[config.mk]
export PLATFORM = sky130hd
export DESIGN_NAME = uart_pkt_ctrl
export DESIGN_NICKNAME = d
export VERILOG_FILES = /design/src/rtl/uart_pkt_pkg.sv /design/src/rtl/uart_resp_serializer.sv /design/src/rtl/uart_pkt_ctrl.sv
export SDC_FILE = /design/constraint.sdc
export NUM_CORES = 1
export LEC_CHECK = 0
export CAP_MARGIN = 20
export CORE_MARGIN = 3
export CORE_UTILIZATION = 47
export CTS_BUF_LIST = sky130_fd_sc_hd__clkbuf_8
export CTS_CLUSTER_SIZE = 28
export DETAILED_ROUTE_END_ITERATION = 12
export GPL_TIMING_DRIVEN = 0
export PLACE_DENSITY = 0.81
export REMOVE_ABC_BUFFERS = 1
export SETUP_SLACK_MARGIN = 0.02
export SYNTH_ARGS = -nofsm -noshare
export SYNTH_HDL_FRONTEND = slang
export SYNTH_SLANG_ARGS = --single-unit
[constraint.sdc]
create_clock -name clk -period 2 [get_ports clk]
set_clock_uncertainty 0.1 [all_clocks]
set_input_delay 0.4 -clock clk [delete_from_list [all_inputs] [get_ports clk]]
set_output_delay 0.4 -clock clk [all_outputs]
set_load 0.005 [all_outputs]
[src/rtl/uart_pkt_pkg.sv]
// rtl/uart_pkt_pkg.sv - shared states and byte codes for the UART packet controller
package uart_pkt_pkg;

  typedef enum logic [2:0] {
    ST_IDLE      = 3'd0,
    ST_GOT_CMD   = 3'd1,
    ST_GOT_ADDR  = 3'd2,
    ST_ISSUE     = 3'd3,
    ST_WAIT_RESP = 3'd4,
    ST_TX        = 3'd5
  } state_e;

  localparam logic [7:0] CMD_WRITE       = 8'h57;
  localparam logic [7:0] CMD_READ        = 8'h52;
  localparam logic [7:0] RSP_OK          = 8'h4B;
  localparam logic [7:0] RSP_DATA        = 8'h44;
  localparam logic [7:0] RSP_ERR         = 8'h45;
  localparam logic [7:0] ERR_UNKNOWN_CMD = 8'h01;
  localparam logic [7:0] ERR_BAD_ADDR    = 8'h02;

endpackage

[src/rtl/uart_resp_serializer.sv]
// rtl/uart_resp_serializer.sv - streams a 1-3 byte response out under tx_ready flow control
module uart_resp_serializer
  import uart_pkt_pkg::*;
(
  input  logic       clk,
  input  logic       rst,
  input  logic       load,
  input  logic [7:0] b0,
  input  logic [7:0] b1,
  input  logic [7:0] b2,
  input  logic [1:0] len,
  input  logic       tx_ready,
  output logic       tx_valid,
  output logic [7:0] tx_byte,
  output logic       last
);

  logic [7:0] nxt0;
  logic [7:0] nxt1;
  logic [1:0] rem;

  // rem counts bytes still queued behind the one on tx_byte
  assign last = tx_valid && (rem == 2'd0);

  always_ff @(posedge clk) begin
    if (rst) begin
      tx_valid <= 1'b0;
      tx_byte  <= 8'h00;
      nxt0     <= 8'h00;
      nxt1     <= 8'h00;
      rem      <= 2'd0;
    end else if (load) begin
      tx_valid <= 1'b1;
      tx_byte  <= b0;
      nxt0     <= b1;
      nxt1     <= b2;
      rem      <= len - 2'd1;
    end else if (tx_valid && tx_ready) begin
      if (rem == 2'd0) begin
        tx_valid <= 1'b0;
      end else begin
        tx_byte <= nxt0;
        nxt0    <= nxt1;
        rem     <= rem - 2'd1;
      end
    end
  end

endmodule

[src/rtl/uart_pkt_ctrl.sv]
// rtl/uart_pkt_ctrl.sv - 3-byte UART command packets to the register core and its responses back
// Optional partial-packet timeout is built only when PKT_TIMEOUT_EN is defined.
module uart_pkt_ctrl
  import uart_pkt_pkg::*;
#(
  parameter int TIMEOUT_CYCLES = 100000
) (
  input  logic       clk,
  input  logic       rst,
  input  logic       rx_valid,
  input  logic [7:0] rx_byte,
  output logic       cmd_ready,
  output logic [7:0] cmd,
  output logic [7:0] addr,
  output logic [7:0] data,
  input  logic       resp_ok,
  input  logic       resp_data,
  input  logic       resp_err,
  input  logic [7:0] resp_addr,
  input  logic [7:0] resp_data_byte,
  input  logic [7:0] resp_err_code,
  output logic       tx_valid,
  output logic [7:0] tx_byte,
  input  logic       tx_ready,
  output logic       busy,
  output logic       overrun,
  output logic       frame_err
);

  logic [2:0] state;
  logic       ser_load;
  logic [7:0] ser_b0;
  logic [7:0] ser_b1;
  logic [7:0] ser_b2;
  logic [1:0] ser_len;
  logic       tx_last;
  logic       timeout_hit;

  assign busy      = !(state == ST_IDLE || state == ST_GOT_CMD || state == ST_GOT_ADDR);
  assign cmd_ready = (state == ST_ISSUE);
  assign ser_load  = (state == ST_WAIT_RESP) && (resp_ok || resp_data || resp_err);

`ifdef PKT_TIMEOUT_EN
  localparam int CW = $clog2(TIMEOUT_CYCLES + 1);
  logic [CW-1:0] idle_cnt;
  logic          frame_err_q;
  logic          partial;

  assign partial     = (state == ST_GOT_CMD) || (state == ST_GOT_ADDR);
  // a byte arriving in the expiry cycle wins over the timeout
  assign timeout_hit = partial && !rx_valid && (idle_cnt == CW'(TIMEOUT_CYCLES - 1));
  assign frame_err   = frame_err_q;

  always_ff @(posedge clk) begin
    if (rst || !partial || rx_valid || timeout_hit) begin
      idle_cnt <= '0;
    end else begin
      idle_cnt <= idle_cnt + 1'b1;
    end
    frame_err_q <= !rst && timeout_hit;
  end
`else
  assign timeout_hit = 1'b0;
  assign frame_err   = 1'b0;
`endif

  // err outranks data, data outranks ok
  always_comb begin
    ser_b0  = RSP_OK;
    ser_b1  = resp_addr;
    ser_b2  = 8'h00;
    ser_len = 2'd2;
    if (resp_err) begin
      ser_b0 = RSP_ERR;
      ser_b1 = resp_err_code;
    end else if (resp_data) begin
      ser_b0  = RSP_DATA;
      ser_b2  = resp_data_byte;
      ser_len = 2'd3;
    end
  end

  always_ff @(posedge clk) begin
    if (rst) begin
      state   <= ST_IDLE;
      cmd     <= 8'h00;
      addr    <= 8'h00;
      data    <= 8'h00;
      overrun <= 1'b0;
    end else begin
      overrun <= rx_valid && busy;
      case (state)
        ST_IDLE: if (rx_valid) begin
          cmd   <= rx_byte;
          state <= ST_GOT_CMD;
        end
        ST_GOT_CMD: if (rx_valid) begin
          addr  <= rx_byte;
          state <= ST_GOT_ADDR;
        end else if (timeout_hit) begin
          state <= ST_IDLE;
        end
        ST_GOT_ADDR: if (rx_valid) begin
          data  <= rx_byte;
          state <= ST_ISSUE;
        end else if (timeout_hit) begin
          state <= ST_IDLE;
        end
        ST_ISSUE:     state <= ST_WAIT_RESP;
        ST_WAIT_RESP: if (ser_load) state <= ST_TX;
        ST_TX:        if (tx_valid && tx_ready && tx_last) state <= ST_IDLE;
        default:      state <= ST_IDLE;
      endcase
    end
  end

  uart_resp_serializer u_ser (
    .clk      (clk),
    .rst      (rst),
    .load     (ser_load),
    .b0       (ser_b0),
    .b1       (ser_b1),
    .b2       (ser_b2),
    .len      (ser_len),
    .tx_ready (tx_ready),
    .tx_valid (tx_valid),
    .tx_byte  (tx_byte),
    .last     (tx_last)
  );

endmodule
# Word level (Yosys, flattened, before mapping)
# Cells that the tools add are included.
[word_totals]
reg_bits = 55
in_bits = 39
[classes]
muxes = 25
reduce_logical = 20
add_sub_neg = 2
n_eq_ne = 11
[op_table]
columns = ["operator", "n"]
rows = [
  ["8-bit two-way mux", 9],
  ["3-bit case mux with 6 select lines", 1],
  ["3-bit two-way mux", 5],
  ["2-bit != test, second input constant", 6],
  ["2-bit AND reduction", 5],
  ["4-bit two-way mux", 2],
  ["3-bit by 2-bit == test with 1-bit output, second input constant", 2],
  ["3-bit == test, second input constant", 2],
  ["2-bit two-way mux", 3],
  ["1-bit logical AND", 5],
  ["1-bit two-way mux", 5],
  ["5-bit AND reduction", 1],
  ["1-bit logical OR", 4],
  ["2-bit nonzero test", 2],
  ["2-bit by 1-bit subtractor with 2-bit output, second input constant", 2],
  ["3-bit by 1-bit == test with 1-bit output, second input constant", 1],
  ["3-bit zero test", 1],
  ["2-bit zero test", 1],
  ["1-bit zero test", 1],
]

# Depth between registers and ports, before layout
[depth]
ltp_word = 5
ltp_mapped = 7
mapped_depth_nobuf = 4

# Cells and area by module
# From an unflattened synthesis, not the netlist that was laid out.
[unflattened]
cells_unflattened = 269
hier_area_um2 = 2518.7
[modules_own_cells]
columns = ["mod", "cells_each", "area_each_um2", "seq_area_each_um2", "instances"]
rows = [
  ["uart_pkt_ctrl", 145, 1296.2, 560.5, 1],
  ["uart_resp_serializer", 124, 1222.4, 540.5, 1],
]

# Worst setup path after synthesis
# OpenSTA, ideal clock, no wires.
[synth_path]
path_kind = "input -> register"
from = "in resp_err"
to = "reg u_ser.tx_byte[2]"
setup_time_ns = 0.079
required_ns = 1.821
path_stages = 6
arrival_ns = 1.263
setup_slack_ns = 0.557
path_cell_list = "buf_6 nor3_4 and3b_1 buf_6 buf_6 a211oi_2"
[synth_between]
elab_chain_cells = 4
elab_cells_between_ends = 7
classes_between = "eq/ne (1); mux (2); reduce/logical (4)"
[synth_rtl]
columns = ["element", "line_no", "rtl"]
rows = [
  ["start, declared", "uart_pkt_ctrl.sv:18", "input logic resp_err,"],
  ["1-bit logical OR", "uart_pkt_ctrl.sv:41", "assign ser_load = (state == ST_WAIT_RESP) && (resp_ok || resp_data || resp_err);"],
  ["1-bit logical AND", "uart_pkt_ctrl.sv:41", ""],
  ["2-bit != test (no source line) / 2-bit nonzero test (equally long branches)", "n/a", ""],
  ["2-bit AND reduction (no source line)", "n/a", ""],
  ["end signal, assigned", "uart_resp_serializer.sv:42", "tx_byte <= nxt0;"],
  ["end, declared", "uart_resp_serializer.sv:14", "output logic [7:0] tx_byte,"],
]
# Parallel ways exist; a longest one is shown, timed or not.
# A chain may end at the register's enable or synchronous reset.

# Worst setup path after layout
[layout_path]
from = "reg state[0]"
to = "out cmd_ready"
[layout_between]
elab_chain_cells = 1
[layout_rtl]
columns = ["element", "line_no", "rtl"]
rows = [
  ["start, declared", "uart_pkt_ctrl.sv:30", "logic [2:0] state;"],
  ["start signal, assigned", "uart_pkt_ctrl.sv:85", "state <= ST_IDLE;"],
  ["start signal, assigned", "uart_pkt_ctrl.sv:95", "state <= ST_GOT_CMD;"],
  ["start signal, assigned", "uart_pkt_ctrl.sv:99", "state <= ST_GOT_ADDR;"],
  ["3-bit by 2-bit == test with 1-bit output", "uart_pkt_ctrl.sv:40", "assign cmd_ready = (state == ST_ISSUE);"],
  ["end, declared", "uart_pkt_ctrl.sv:12", "output logic cmd_ready,"],
]
# Every way passes these cells.

==> summary.txt <==
Placement
  • Port buffer count: 74
  • Post-DP HPWL: 3520 um
  • Placed cells: 377
  • Routability congestion estimate: 0.778
  • Pre-CTS setup slack: -0.544 ns

Clock network
  • CTS Buffer Depth: 2
  • Skew-Pair Late Insertion Delay: 0.30 ns
  • Root Driver: clkbuf_8
  • CTS clk-pin slew, worst paths: 0.09 ns
  • Htree depth: 2
  • Post-CTS Hold Buffers: 0
  • CTS tree: built
  • TritonCTS Buffers: 5
  • Clk sink count: 55
  • Post CTS Setup Buffer Count: 0

Setup path
  • CP cell instances: nand2_1, nor2_1, clkdlybuf4s50_1
  • Worst setup path start: state[0]$_SDFFE_PP0P_
  • Worst R2R Start: u_ser.rem[0]$_SDFFE_PP0P_
  • R2R depth: 5
  • Worst path depth: 3
  • Worst Setup EP: cmd_ready
  • Critical setup path kind: flip-flop to output pin
  • Worst Setup Start Kind: flip-flop
  • Worst reg2reg endpoint: u_ser.tx_byte[2]$_SDFFE_PP0P_
  • CP max-delay cell: clkdlybuf4s50_1
  • Crit path max-delay family: buffers and inverters
  • Worst EP required: around 1.5 ns
  • Worst reg-to-reg setup slack: 0.27 ns
  • Crit path DAT: 1.41 ns
  • Slowest stage delay, CP: 0.52 ns
  • Setup crit end kind: output pin
  • CP max FO: 7
  • Worst path bufs/invs: 1

Power
  • Leakage: 1.20 nW
  • Power density over the cells: around 640 nW/um2
  • Max VDD drop: approximately 0.27 mV

Synth
  • Gate Count Post-Synth: about 260
  • Synth area leaders: dfxtp_1, mux2i_1, nand2_1, a21oi_1, a211oi_1
  • Share of the synthesized area in the top cell type: a little under half
  • Post-Syn Area: 2350 um2
  • Syn Area/Cell: 9.22 um2
  • Post-synth top area cell: dfxtp_1
  • Synthesis Warnings: 0
  • Seq/Total Area, Yosys: 46.8%
  • Post-synth cell types: 33
  • #FFs+latches synth: 55

Floorplan
  • Die extent in x: 76.7 um
  • Initial core utilization: just under 50%
  • Num rows: 25
  • DIE HEIGHT: ~77 um
  • Die area: 5890 um2
  • Core area: 4790 um2
  • I/O pin count: 76

Cells and area
  • Nets: 356
  • N_diodes: 0
  • Final cell count without fillers: 385
  • Layout cells sized above 1: 6.92%
  • Syn-to-layout area delta: 34.3%

GRT
  • GRT Residual Overflow: 0
  • Number of global-route vias before repair: approximately 1,800
  • GRT Util Overall: 16.4%
  • First-pass GRT wire length: 8110 um
  • Largest net degree at the start of global routing: 40
  • Antenna violations before repair: 0

STA
  • Setup ws final: roughly 0.086 ns
  • F_max: around 520 MHz
  • Final setup fails: 0
  • Fin crit period: 1.91 ns
  • Final Max Slew Viols: 0
  • RSZ-0062 raised after global routing: true
  • Worst slew margin: between 40% and 50%
  • Actual slew at the worst max-slew pin: about 0.77 ns
  • Final Hold Violating Endpoints: 0
  • Tcrit/Tclk final: 95.7%

Outcome
  • Status: finished, final reports clean

Worst hold path
  • HP Class: flip-flop to flip-flop

Detailed routing
  • Vias per cell: around 5
  • Drt drc: 0
  • Initial DRC count: 83
  • Total wire length: between 4000 and 5000 um
  • Pre-antenna DRT Iters: 4
  • Vias: between 1,500 and 2,000
  • DRT antenna net count: 0
  • Avg WL per Cell: around 13 um

Job
  • Max-cap violations: 0
sequential cells by signal (all words and copies together), names as in the netlist:
register / cells
overrun: 1
cmd: 8
u_ser.nxt1: 8
u_ser.tx_valid: 1
state: 3
u_ser.tx_byte: 8
u_ser.rem: 2
u_ser.nxt0: 8
addr: 8
data: 8
tightest hold or removal path, delay by kind of cell (launching register included):
kind	cells	cell delay, ns
simple gates	1	0.05
compound gates	1	0.05
flops	1	0.32
logic make-up after synthesis:
| group | count (synthesis) | synth area share (%) |
|---|---|---|
| other | 1 | 0.160 |
| muxes | 25 | 10.7 |
| DFF | 55 | 46.8 |
| buffers and inverters | 21 | 6.39 |
| AOI/OAI and AO/OA | 57 | 15.5 |
| xor gates and xnor gates | 1 | 0.373 |
| and+or+nand+nor | 95 | 20.1 |
metrics by stage:
step	instance area (um2)	power, mW	utilization, %	hold slack [ns]	TNS, ns
2_1_floorplan	2200	1.29	-	0.325	0
3_3_place_gp	3030	1.47	63.2	0.338	-32.46
3_5_place_dp	3070	1.48	64.1	0.345	-13.88
4_1_cts	3150	2.04	65.9	0.357	0
5_1_grt	3160	2.11	66.0	0.374	0
6_report	3160	2.02	66.0	0.356	0
worst min-delay path by stage:
stage                          startpoint                          to  slack [ns]  depth (start not counted)
4_1_cts        u_ser.nxt1[6]$_SDFFE_PP0P_  u_ser.nxt1[6]$_SDFFE_PP0P_        0.36                          2
2_1_floorplan  u_ser.nxt1[0]$_SDFFE_PP0P_  u_ser.nxt1[0]$_SDFFE_PP0P_        0.33                          2
3_5_place_dp   u_ser.nxt1[6]$_SDFFE_PP0P_  u_ser.nxt1[6]$_SDFFE_PP0P_        0.35                          2
3_3_place_gp   u_ser.nxt1[0]$_SDFFE_PP0P_  u_ser.nxt1[0]$_SDFFE_PP0P_        0.34                          2
5_1_grt                               rst        data[0]$_SDFFE_PP0P_        0.37                          2
6_report       u_ser.nxt1[6]$_SDFFE_PP0P_  u_ser.nxt1[6]$_SDFFE_PP0P_        0.36                          2
Yosys cell counts:
cell and number:
a211o_1 1, a211oi_1 16, a211oi_2 1, a21boi_0 2, a21oi_1 31, a21oi_2 1
a41oi_1 1, and2_1 3, and2b_1 1, and3b_1 2, buf_12 1, buf_2 5
buf_4 3, buf_6 5, clkbuf_1 7, conb_1 1, dfxtp_1 55, mux2_2 1
mux2i_1 24, nand2_1 45, nand2b_1 2, nand3_1 10, nand3b_4 1, nand4bb_1 1
nor2_1 13, nor2_4 1, nor2b_1 11, nor3_1 4, nor3_4 1, o211ai_1 2
o211ai_2 1, o21bai_1 1, xor2_1 1
final cells by class:
class	instances	area, um2
timing repair buffer	76	778
multi-input combinational	179	1100
sequential	55	1110
clock inverter	3	12.5
fill	408	1630
clock buffer	5	68.8
tap	67	83.8
layout by cell type, fill, tap and decap left out, types with 2 or more instances in the layout:
| cell type | n |
|---|---|
| dfxtp_4 | 3 |
| a21boi_0 | 2 |
| o211ai_1 | 2 |
| nand2b_1 | 2 |
| mux2i_1 | 24 |
| inv_1 | 2 |
| and2_1 | 2 |
| clkdlybuf4s50_1 | 72 |
| nand2_1 | 45 |
| a21oi_1 | 31 |
| dfxtp_1 | 52 |
| nor2_1 | 13 |
| clkbuf_8 | 5 |
| nor2b_1 | 11 |
| nor3_1 | 4 |
| nand3_1 | 10 |
| a211oi_1 | 16 |
power breakdown:
group          total, mW  internal [mW]  leakage, nW  switching [mW]
logic              0.288          0.164        0.697           0.124
registers           1.16           1.13        0.448          0.0271
clock network      0.569          0.237       0.0505           0.333
total               2.02           1.53         1.20           0.483
what timing repair did:
| action | 4_1_cts | 5_1_grt |
|---|---|---|
| resized for setup | 4 | 7 |
| pin swaps | 0 | 0 |
| setup endpoints to repair | 27 | 26 |
layer usage:
metal  GRT usage [%]  up-vias  wire (um)
met3            4.69        5        364
met5               0        -          0
met4            4.35        0         35
met1            20.8      882       2240
li1                -     1005          -
met2            27.4       69       2220
(Power assumes the default switching activity.)
